### src/rtl/mult_share_arbiter.sv
// mult_share_arbiter: round-robin front end that lets two requesters share
// one combinational unsigned multiplier, one transaction in flight at a time.
//
// Ports:
//   i_clk, i_rst                     clock, synchronous active-high reset
//   i_reqN_valid / o_reqN_ready      operand handshake for requester N (0,1)
//   i_reqN_a, i_reqN_b [BIT-1:0]     operands for requester N
//   o_rsp_valid / i_rsp_ready        result handshake
//   o_rsp_out [2*BIT-1:0]            registered product
//   o_rsp_id                         requester that issued the result
//
// FSM states:
//   state  | meaning
//   S_IDLE | waiting for a request; readies follow the round-robin grant
//   S_MUL  | operands latched, multiplier settling on r_op_a * r_op_b
//   S_RESP | result registered, held until the consumer takes it

// Plain combinational unsigned multiplier shared by the arbiter.
//   i_a, i_b [W-1:0] operands, o_p [2*W-1:0] full-width product
module multiplier #(
  parameter int W = 4
) (
  input  logic [W-1:0]   i_a,
  input  logic [W-1:0]   i_b,
  output logic [2*W-1:0] o_p
);
  assign o_p = {{W{1'b0}}, i_a} * {{W{1'b0}}, i_b};
endmodule

module mult_share_arbiter #(
  parameter int BIT = 4
) (
  input  logic             i_clk,
  input  logic             i_rst,
  input  logic             i_req0_valid,
  output logic             o_req0_ready,
  input  logic [BIT-1:0]   i_req0_a,
  input  logic [BIT-1:0]   i_req0_b,
  input  logic             i_req1_valid,
  output logic             o_req1_ready,
  input  logic [BIT-1:0]   i_req1_a,
  input  logic [BIT-1:0]   i_req1_b,
  output logic             o_rsp_valid,
  input  logic             i_rsp_ready,
  output logic [2*BIT-1:0] o_rsp_out,
  output logic             o_rsp_id
);

  typedef enum logic [1:0] {
    S_IDLE = 2'd0,
    S_MUL  = 2'd1,
    S_RESP = 2'd2
  } state_t;

  state_t           r_state;
  state_t           w_state_nxt;
  logic             r_last;
  logic [BIT-1:0]   r_op_a;
  logic [BIT-1:0]   r_op_b;
  logic             r_op_id;
  logic             r_rsp_valid;
  logic [2*BIT-1:0] r_rsp_out;
  logic             r_rsp_id;

  logic             w_grant_vld;
  logic             w_grant_id;
  logic             w_accept;
  logic [2*BIT-1:0] w_prod;

  multiplier #(.W(BIT)) u_mult (
    .i_a (r_op_a),
    .i_b (r_op_b),
    .o_p (w_prod)
  );

  // Round-robin grant: on contention the requester that did not win last time
  // gets it; the grant already implies the winner's valid is high.
  always_comb begin
    w_grant_vld = i_req0_valid | i_req1_valid;
    w_grant_id  = 1'b0;
    if (i_req0_valid && i_req1_valid) begin
      w_grant_id = ~r_last;
    end else if (i_req1_valid) begin
      w_grant_id = 1'b1;
    end
  end

  assign w_accept = (r_state == S_IDLE) && w_grant_vld;

  // State register
  always_ff @(posedge i_clk) begin
    if (i_rst) begin
      r_state <= S_IDLE;
    end else begin
      r_state <= w_state_nxt;
    end
  end

  // Next-state logic
  always_comb begin
    w_state_nxt = r_state;
    case (r_state)
      S_IDLE:  if (w_grant_vld) w_state_nxt = S_MUL;
      S_MUL:   w_state_nxt = S_RESP;
      S_RESP:  if (r_rsp_valid && i_rsp_ready) w_state_nxt = S_IDLE;
      default: w_state_nxt = S_IDLE;
    endcase
  end

  // Output logic: readies depend only on state, last winner and the valids.
  always_comb begin
    o_req0_ready = 1'b0;
    o_req1_ready = 1'b0;
    if (r_state == S_IDLE && w_grant_vld) begin
      o_req0_ready = ~w_grant_id;
      o_req1_ready = w_grant_id;
    end
  end

  // Datapath registers
  always_ff @(posedge i_clk) begin
    if (i_rst) begin
      r_last      <= 1'b1;
      r_op_a      <= '0;
      r_op_b      <= '0;
      r_op_id     <= 1'b0;
      r_rsp_valid <= 1'b0;
      r_rsp_out   <= '0;
      r_rsp_id    <= 1'b0;
    end else begin
      if (w_accept) begin
        r_op_a  <= w_grant_id ? i_req1_a : i_req0_a;
        r_op_b  <= w_grant_id ? i_req1_b : i_req0_b;
        r_op_id <= w_grant_id;
        r_last  <= w_grant_id;
      end
      if (r_state == S_MUL) begin
        r_rsp_out   <= w_prod;
        r_rsp_id    <= r_op_id;
        r_rsp_valid <= 1'b1;
      end else if (r_state == S_RESP && i_rsp_ready) begin
        r_rsp_valid <= 1'b0;
      end
    end
  end

  assign o_rsp_valid = r_rsp_valid;
  assign o_rsp_out   = r_rsp_out;
  assign o_rsp_id    = r_rsp_id;

endmodule

### config.mk
export PLATFORM = sky130hd
export DESIGN_NAME = mult_share_arbiter
export DESIGN_NICKNAME = d
export VERILOG_FILES = /design/src/rtl/mult_share_arbiter.sv
export SDC_FILE = /design/constraint.sdc
export NUM_CORES = 1
export LEC_CHECK = 0
export ABC_AREA = 1
export CAP_MARGIN = 20
export CORE_AREA = 2 2 56 58
export CTS_CLUSTER_SIZE = 12
export DETAILED_ROUTE_END_ITERATION = 12
export DIE_AREA = 0 0 58 60
export PLACE_DENSITY = 0.77
export REMOVE_ABC_BUFFERS = 1
export SYNTH_ARGS = -nofsm -noshare
export SYNTH_HDL_FRONTEND = slang
export SYNTH_SLANG_ARGS = --single-unit
### constraint.sdc
create_clock -name i_clk -period 3.7 [get_ports i_clk]
set_clock_uncertainty 0.2 [all_clocks]
set_input_delay 0.555 -clock i_clk [delete_from_list [all_inputs] [get_ports i_clk]]
set_output_delay 0.555 -clock i_clk [all_outputs]
set_load 0.05 [all_outputs]
==> summary.txt <==
Status
  • Outcome: complete, no violations

Detailed routing
  • Residual DRC: 0
  • DRT iter0 DRCs: 33
  • DR vias: 1220
  • Antenna-violating nets left: 0
  • First-pass DRT Iterations: 6
  • WL final: about 2700 um
  • Vias per cell: slightly below 5
  • WL per Instance: between 10 and 15 um

Layout
  • Diode count: 0
  • Layout cell share with drive strength beyond 1: 0.0563
  • Finished Layout Cells: 246
  • Fill cell count: 279
  • Most frequent cells in the layout: nand2_1 (54), clkdlybuf4s50_1 (32), inv_1 (25)
  • Commonest non-fill, non-tap cell in the layout: nand2_1
  • Post-layout instance area: approximately 1700 um^2
  • Layout area overhead: 30.0%
  • Nets: 251

Worst setup path
  • CP bufs+invs: 3
  • CP Cell Sequence: clkdlybuf4s50_1 > inv_1 > nand2_2 > nand2_4 > a21oi_4 > clkdlybuf4s50_1
  • FF-to-FF path depth: 9
  • Reg-to-reg endpoint: o_rsp_out[6]$_SDFFE_PP0P_
  • Max Fanout on Critical Path: 13
  • CP most frequent cell: clkdlybuf4s50_1
  • Critical path capture point type: primary output
  • Worst setup path start: i_req1_valid
  • Crit path capture: o_req0_ready
  • Cell family contributing the most delay on the critical path: buffers and inverters
  • Reg2reg start: r_op_a[0]$_SDFFE_PP0P_
  • CP startpoint kind: input port
  • CP required: 2.94 ns
  • Type of the worst setup path: input port to primary output
  • Slowest library cell on the worst path: clkdlybuf4s50_1
  • Worst stage delay on the critical path: 0.85 ns
  • Crit path depth: 6
  • CP arrival: 2.47 ns
  • R2r setup slk: a little under 0.9 ns

CTS
  • H-tree depth: 1
  • Clock Sinks: 22
  • Worst-case clock buffer depth: 2
  • PostCTS Resize Cnt: 0
  • Hold buffers post-CTS: 0
  • Worst-Skew Late Latency: ~0.32 ns
  • Inserted Clock Buffers: 3
  • Clock transition at path regs: 0.13 ns
  • Post-CTS Setup Bufs: 0
  • CTS tree: yes
  • Clock root buffer: clkbuf_4

Global routing
  • Largest net degree at the start of global routing: 18
  • Met2 Use GR: 0.312
  • Grt ovf: 0
  • First-pass GRT wire length: 4730 um
  • Vias in the first global route: 1132
  • Initial antenna violation count: 0
  • Most Crowded Layer GR: met2
  • M1 GR Usage: 0.212
  • Met3 Use GR: 0.0390
  • Total track usage: 0.173

STA
  • Slew headroom: 0.549
  • Final setup margin: 0.479 ns
  • Slew Limit Fails: 0
  • Tmin final: 3.22 ns
  • Worst-Margin Slew: 0.675 ns
  • Setup TNS: 0 ns
  • Setup violations, final: 0
  • Tcrit/Tclk final: 0.871
  • Fin. Hold Viols: 0
  • RSZ-0062 raised after global routing: no
  • Maximum clock frequency: 310 MHz
  • Hold_ws: between 0.2 and 0.3 ns

Place
  • # port buffers: 32
  • Pre-CTS WS: 0.470 ns
  • Final HPWL DP: 2050 um
  • # placed instances: 242
  • Placed Instance Area: 1660 um^2
  • Gpl congestion: 0.777

Synth
  • Dominant cell type by area after synthesis: dfxtp_1
  • Synth top area share: 0.335
  • Synthesized cell area: roughly 1300 um^2
  • Register area share after synthesis: 0.335
  • Synth unique cells: 22
  • Post-Syn Instances: between 150 and 200
  • Mapped Avg Cell Area: around 7.3 um^2
  • Yosys warns: 0
  • #FFs+latches synth: 22
  • Synth area leaders: dfxtp_1 (34%), nand2_1 (15%), ha_1 (11%)

Die
  • Die ar.: 3480 um^2
  • Io pins: 33
  • Initial Util: 0.453
  • Die Y: 60 um
  • Row count: 20
  • Die X: roughly 58 um
  • Core footprint: 2900 um^2

Power
  • Proportion of power drawn by flip-flops and latches: 0.428
  • Combinational cell fraction of total power: 0.279
  • Sw Share: 0.330
  • P_int: 442 uW
  • Power per cell area: about 390 nW/um^2
  • Peak supply drop: 0.358 mV
  • Clock share of power: 0.293
  • P_leak: roughly 0.86 nW
  • NetSw: about 220 uW

Worst hold path
  • Worst hold path type: register to register

Job
  • Max cap viols: 0
[power groups by stage]
| stage | clock [mW] | combinational (mW) | sequential, mW |
|---|---|---|---|
| 2_1_floorplan | 0 | 0.0841 | 0.319 |
| 3_3_place_gp | 0 | 0.182 | 0.288 |
| 3_5_place_dp | 0 | 0.184 | 0.288 |
| 4_1_cts | 0.195 | 0.185 | 0.282 |
| 5_1_grt | 0.205 | 0.201 | 0.286 |
| 6_report | 0.194 | 0.184 | 0.282 |
[synthesized netlist by cell type]
cell      number
dfxtp_1       22
inv_1         25
o211ai_1       1
nor2_1        14
a31oi_1        8
nand3b_1       1
fa_1           4
inv_2          2
xnor2_1        1
a21oi_4        1
ha_1          12
a21oi_1       10
nor2_4         1
nor2_2         2
nand3_1       11
buf_4          1
nand2_2        1
clkbuf_1       2
buf_2          1
nand2_4        1
nand2_1       54
o21ai_1        6
[routing by layer]
metal / vias to the layer above / share of wire
li1: 639 / -
met1: 550 / 0.45
met2: 28 / 0.50
met3: 3 / 0.042
met4: 0 / 0.0041
met5: - / 0
[per-stage QoR]
stage	total power, mW	utilization
floorplan	0.403	-
global placement	0.470	0.570
detailed placement	0.472	0.570
CTS	0.663	0.588
global route	0.692	0.588
finish	0.660	0.588
[flip-flops by register name, indices dropped and copies added, names as in the netlist]
name         flops
r_op_a           4
o_rsp_id         1
r_last           1
o_rsp_valid      1
o_rsp_out        8
r_op_b           4
r_state          2
r_op_id          1
[how the worst min path moves through the flow]
stage | slack [ns] | endpoint | cells after the start | start
global placement | 0.27 | o_rsp_out[0]$_SDFFE_PP0P_ | 2 | o_rsp_out[0]$_SDFFE_PP0P_
CTS | 0.29 | r_op_id$_SDFFE_PP0P_ | 2 | r_op_id$_SDFFE_PP0P_
global route | 0.30 | r_op_id$_SDFFE_PP0P_ | 2 | r_op_id$_SDFFE_PP0P_
floorplan | 0.23 | r_last$_SDFFE_PP1P_ | 2 | r_last$_SDFFE_PP1P_
finish | 0.28 | r_op_id$_SDFFE_PP0P_ | 2 | r_op_id$_SDFFE_PP0P_
detailed placement | 0.26 | r_last$_SDFFE_PP1P_ | 2 | r_last$_SDFFE_PP1P_
[worst register-to-register path: cells and delay by family, from the launching register on]
family          cells  cell delay (ns)
fa+ha+maj           3             1.55
flops               1             0.44
simple gates        2             0.25
compound gates      2             0.21
buf+inv             2             0.10
[logic make-up after synthesis]
family | synth area share
AO/OA/AOI/OAI | 0.117
buffers and inverters | 0.0924
XOR/XNOR | 0.00667
flip-flops | 0.335
adder cells (fa/ha/maj) | 0.175
AND/OR/NAND/NOR | 0.273
[final cells by class]
| cell class | instances | area [um^2] | area share |
|---|---|---|---|
| well taps | 33 | 41.3 | 0.0242 |
| flip-flops and latches | 22 | 440 | 0.258 |
| clock inverters | 1 | 30.0 | 0.0176 |
| inverters | 27 | 101 | 0.0593 |
| multi-input cells | 128 | 752 | 0.440 |
| clock buffers | 3 | 22.5 | 0.0132 |
| repair buffers | 32 | 320 | 0.188 |
No activity file was read; power rests on OpenSTA's default activity.
==> patch 1 (same settings) <==
The parameter `BIT` goes from 4 to 3.
--- a/src/rtl/mult_share_arbiter.sv
+++ b/src/rtl/mult_share_arbiter.sv
@@ -30,3 +30,3 @@
 module mult_share_arbiter #(
-  parameter int BIT = 4
+  parameter int BIT = 3
 ) (
Interface: changed (5 resized); port bits go from 33 to 27. No check against the original RTL was run, so the function may have changed too.
==> patch 1 against the unedited design <==
- sequential cell count fell by 4
- final cell count fell by 23%
- worst hold slack got worse by 0.0072 ns
- worst setup slack improved by 0.10 ns
- synthesized cell count fell by 29%
- combinational power fell by 18%
- maximum frequency rose by 3.3%
- critical path depth did not move
- sequential power fell by 19%
- total power fell by 24%
- highest routed layer unchanged
- largest power group unchanged
- design area fell by 25%
- area after synthesis fell by 27%
- wire length fell by 31%
==> patch 1: results (changes against the unedited design) <==
Detailed routing:
- The wire length per cell came to 9.88 um (-9.6%).
- The detailed-routing iteration count for the pre-antenna-repair pass came to 2 (-4).

Final layout:
- The post-route cell area is 1280 sq um (-25%).
- The layout cell share with drive strength beyond 1 is 14.1% (+8.5 points).
- The filler cell count is 314 (+13%).

Setup path:
- The source of the worst register-to-register timing path is r_op_b[2].
- The largest incremental delay on the critical path is 0.79 ns (-0.06 ns).
- The maximum fanout along the worst path came to 8 (-5).
- The internal reg-to-reg setup slack is 1.45 ns (+0.58 ns).
- The arrival time of the worst setup path came to 2.36 ns (-0.11 ns).

GRT:
- The global-route wire length before repair was 3350 um (-29%).
- The number of global-route vias before repair came to 852 (-25%).

Power:
- The worst-case vdd ir drop is 0.334 mV (-6.8%).
- The internal power is 332 uW (-25%).

Timing:
- The final hold slack is 0.275 ns (-0.00718 ns).

Clock network:
- The post-CTS clock slew at the launch and capture registers of the worst setup and hold paths is 0.10 ns (-0.03 ns).

Yosys:
- The synthesized-area fraction occupied by xor and xnor cells is 0.908% (+0.24 points).
- The number of distinct standard cells referenced by the synthesized netlist is 17 (-23%).
- The average cell area after synthesis came to 7.54 sq um (+3.8%).
- By count the netlist is led by 33 x sky130_fd_sc_hd__nand2_1, 18 x sky130_fd_sc_hd__dfxtp_1, 16 x sky130_fd_sc_hd__inv_1.

Place:
- The instance count after placement with tap cells included was 185 (-24%).
- The final weighted congestion in routability-driven placement is 0.817 (+5.2%).
- The placement-stage cell area is 1250 sq um (-25%).
- The count of input and output buffers is 26 (-19%).

Outcome:
- The run finished with clean final reports.
## patch 1: power groups by stage
stage	Sequential (mW)	Clock (mW)	Combinational, mW
floorplan	0.259	0	0.0685
global placement	0.233	0	0.150
detailed placement	0.233	0	0.152
CTS	0.229	0.126	0.153
global route	0.232	0.138	0.164
finish	0.229	0.121	0.151
## patch 1: final cells by class
cell class,count,share of cell area [%]
Clock buffer,4,2.83
Inverter,16,4.68
Multi-Input combinational cell,91,40.4
Sequential cell,18,28.1
Tap cell,33,3.22
Timing Repair Buffer,27,20.9
## patch 1: worst paths after layout
| check | endpoint | cells past startpoint |
|---|---|---|
| min reg2reg | r_last | 2 |
| min | r_last | 2 |
| max reg2reg | o_rsp_out[4] | 8 |
| max | o_req1_ready | 6 |
## patch 1: stage by stage
| step | setup slack (ns) | total power [mW] |
|---|---|---|
| 2_1_floorplan | 1.42 | 0.327 |
| 5_1_grt | 0.454 | 0.534 |
| 4_1_cts | 0.558 | 0.507 |
| 3_3_place_gp | 0.597 | 0.383 |
| 6_report | 0.582 | 0.501 |
| 3_5_place_dp | 0.568 | 0.385 |
## patch 1: per-layer routing
metal,vias up,global-route usage [%],part of all wire [%]
li1,459,-,-
met1,379,13.3,44
met2,25,23.4,50
met3,2,4.76,5.7
met4,0,2.99,0.48
met5,-,0,0
## patch 1: kinds of logic after synthesis
logic type,after synthesis
and+or+nand+nor,62
AOI/OAI and AO/OA,21
buffers and inverters,19
DFF,18
adders and majority gates,7
xor gates and xnor gates,1
==> patch 2 (config.mk and constraints unchanged) <==
Without the edit above. Re-encode `state_t` (3 states) as one-hot, 3 bits wide.
--- a/src/rtl/mult_share_arbiter.sv
+++ b/src/rtl/mult_share_arbiter.sv
@@ -48,6 +48,6 @@
 
-  typedef enum logic [1:0] {
-    S_IDLE = 2'd0,
-    S_MUL  = 2'd1,
-    S_RESP = 2'd2
+  typedef enum logic [2:0] {
+    S_IDLE = 3'b001,
+    S_MUL  = 3'b010,
+    S_RESP = 3'b100
   } state_t;
Behaviour: same outputs for any inputs over 10 cycles, from zero or initial values and one cycle with i_rst high; not proved beyond that.
==> patch 2 against the unedited design <==
- worst setup slack improved by 0.12 ns
- sequential cell count increased by 1
- via count increased by 8.5%
- wire length increased by 3.9%
- combinational power increased by 21%
- sequential power increased by 6%
- design area increased by 13%
- total power decreased by 3.4%
- area after synthesis increased by 21%
- highest routed layer unchanged
- largest power group unchanged
- non-clock buffer count increased by 1
==> patch 2: results (changes against the unedited design) <==
Outcome:
- The flow ran to the end, and the final reports show no timing, DRC or antenna violations.

Final layout:
- The filler cell count came to 262 (-6.1%).
- The layout cell share with drive strength beyond 1 is 16.2% (+11 points).
- The number of antenna cells inserted came to 0 (unchanged).
- The final net count was 273 (+8.8%).

Detailed routing:
- The vias per cell came to 4.94 (-0.38%).
- The iteration-0 DRC count of the detailed router is 46 (+39%).
- The via count is 1324 (+8.5%).
- The detailed-routing iteration count for the pre-antenna-repair pass was 4 (-2).
- The wire length per cell came to 10.4 um (-4.7%).

Yosys:
- The number of distinct standard cells referenced by the synthesized netlist is 31 (+41%).
- The commonest cells after synthesis are 52 x sky130_fd_sc_hd__nand2_1, 24 x sky130_fd_sc_hd__inv_1, 23 x sky130_fd_sc_hd__dfxtp_1.
- Yosys attributes the largest share of cell area to sky130_fd_sc_hd__dfxtp_1 29%, sky130_fd_sc_hd__nand2_1 12%, sky130_fd_sc_hd__ha_1 9.4%, sky130_fd_sc_hd__nand2_4 6.4%, sky130_fd_sc_hd__nand3_1 5.7%.
- The sequential element share of the synthesized area came to 29.0% (-4.5 points).
- The count of mapped cells out of synthesis is 203 (+12%).

Power:
- The internal power is 399 uW (-9.9%).
- The worst-case vdd ir drop was 0.201 mV (-44%).
- The leakage dissipation is 0.963 nW (+12%).
- The power per unit of standard cell area is 329 nW/um^2 (-15%).

Setup path:
- The arrival time of the worst setup path is 2.35 ns (-0.12 ns).
- The maximum fanout along the worst path came to 10 (-3).
- The internal reg-to-reg setup slack is 0.69 ns (-0.18 ns).
- The number of cells on the worst reg-to-reg path is 11 (+2).
- The critical path starts at i_req0_valid.
- The startpoint identified for the worst register-to-register timing path is r_op_b[3].
- The largest incremental delay on the critical path came to 0.83 ns (-0.02 ns).
- The most critical setup path has its endpoint at o_req1_ready.

Clock network:
- The H-tree depth is 1 (unchanged).

GRT:
- The largest net degree at the start of global routing is 17 (-1).
- The overall fraction of global-route tracks in use is 18.0% (+0.75 points).
- The global-route wire length before repair is 4970 um (+5.0%).

Place:
- The total half-perimeter wirelength after legalization and detailed placement is 2290 um (+12%).
- The instance count after placement with tap cells included is 264 (+9.1%).
- The final weighted congestion in routability-driven placement is 0.819 (+5.5%).

Timing:
- The transition at the pin with the smallest max-transition slack came to 0.843 ns (+0.168 ns).

Hold path:
- The startpoint of the worst hold path is o_rsp_out[0].
## patch 2: changes by cell type in the layout (fill, tap and decap cells not counted), moves of 3 or more
cell and change:
sky130_fd_sc_hd__a21oi_2 +10, sky130_fd_sc_hd__a31oi_1 -8, sky130_fd_sc_hd__inv_2 +3, sky130_fd_sc_hd__nand2_4 +8
sky130_fd_sc_hd__nand3_1 +7, sky130_fd_sc_hd__o21ai_0 +4, sky130_fd_sc_hd__o21ai_1 -5
## patch 2: cell families (layout without fill, tap and decap cells)
| kind of cell | Yosys count | after routing | share of synthesized area, % |
|---|---|---|---|
| adders and majority gates | 16 | 16 | 14.5 |
| and+or+nand+nor | 102 | 102 | 34.5 |
| DFF | 23 | 23 | 29.0 |
| buffers and inverters | 35 | 67 | 10.4 |
| xor gates and xnor gates | 1 | 1 | 0.551 |
| AOI/OAI and AO/OA | 26 | 26 | 11.1 |
## patch 2: how the worst min path moves through the flow
stage          slack (ns)            to  depth (start not counted)
2_1_floorplan        0.25       r_op_id                          2
3_3_place_gp         0.27  o_rsp_out[0]                          2
3_5_place_dp         0.27  o_rsp_out[0]                          2
4_1_cts              0.29  o_rsp_out[0]                          2
5_1_grt              0.31   o_rsp_valid                          2
6_report             0.29  o_rsp_out[0]                          2
## patch 2: per-layer routing
metal	share of wire, %	GRT usage (%)	vias to the layer above
met5	0	0	-
met4	1.0	4.98	0
met3	4.0	1.95	2
met2	48	34.4	31
met1	47	21.2	575
li1	-	-	716
## patch 2: through the flow
stage	instance area (sq um)	hold slack [ns]	power (mW)	setup WS, ns
floorplan	1540	0.254	0.459	0.842
finish	1940	0.285	0.638	0.597
global placement	1910	0.267	0.526	0.646
detailed placement	1910	0.267	0.530	0.607
global route	1940	0.306	0.678	0.506
CTS	1940	0.289	0.644	0.594
## patch 2: cell type report
cell class / instances / area, sq um / share of cell area (%)
multi-input cells: 145 / 963 / 49.8
well taps: 33 / 41.3 / 2.13
flip-flops and latches: 23 / 460 / 23.8
clock inverters: 1 / 5.00 / 0.259
clock buffers: 3 / 22.5 / 1.16
repair buffers: 33 / 325 / 16.8
inverters: 30 / 118 / 6.08
## patch 2: tightest hold or removal path, cell delays in order, from the launching register on
cell and delay (ns):
sky130_fd_sc_hd__dfxtp_1 0.34, sky130_fd_sc_hd__nand2_1 0.06, sky130_fd_sc_hd__a21oi_1 0.05
## patch 2: power by group through the flow
stage / combinational [mW] / clock, mW / sequential [mW]
floorplan: 0.134 / 0 / 0.325
global placement: 0.222 / 0 / 0.304
detailed placement: 0.225 / 0 / 0.305
CTS: 0.226 / 0.118 / 0.300
global route: 0.245 / 0.130 / 0.303
finish: 0.222 / 0.115 / 0.300
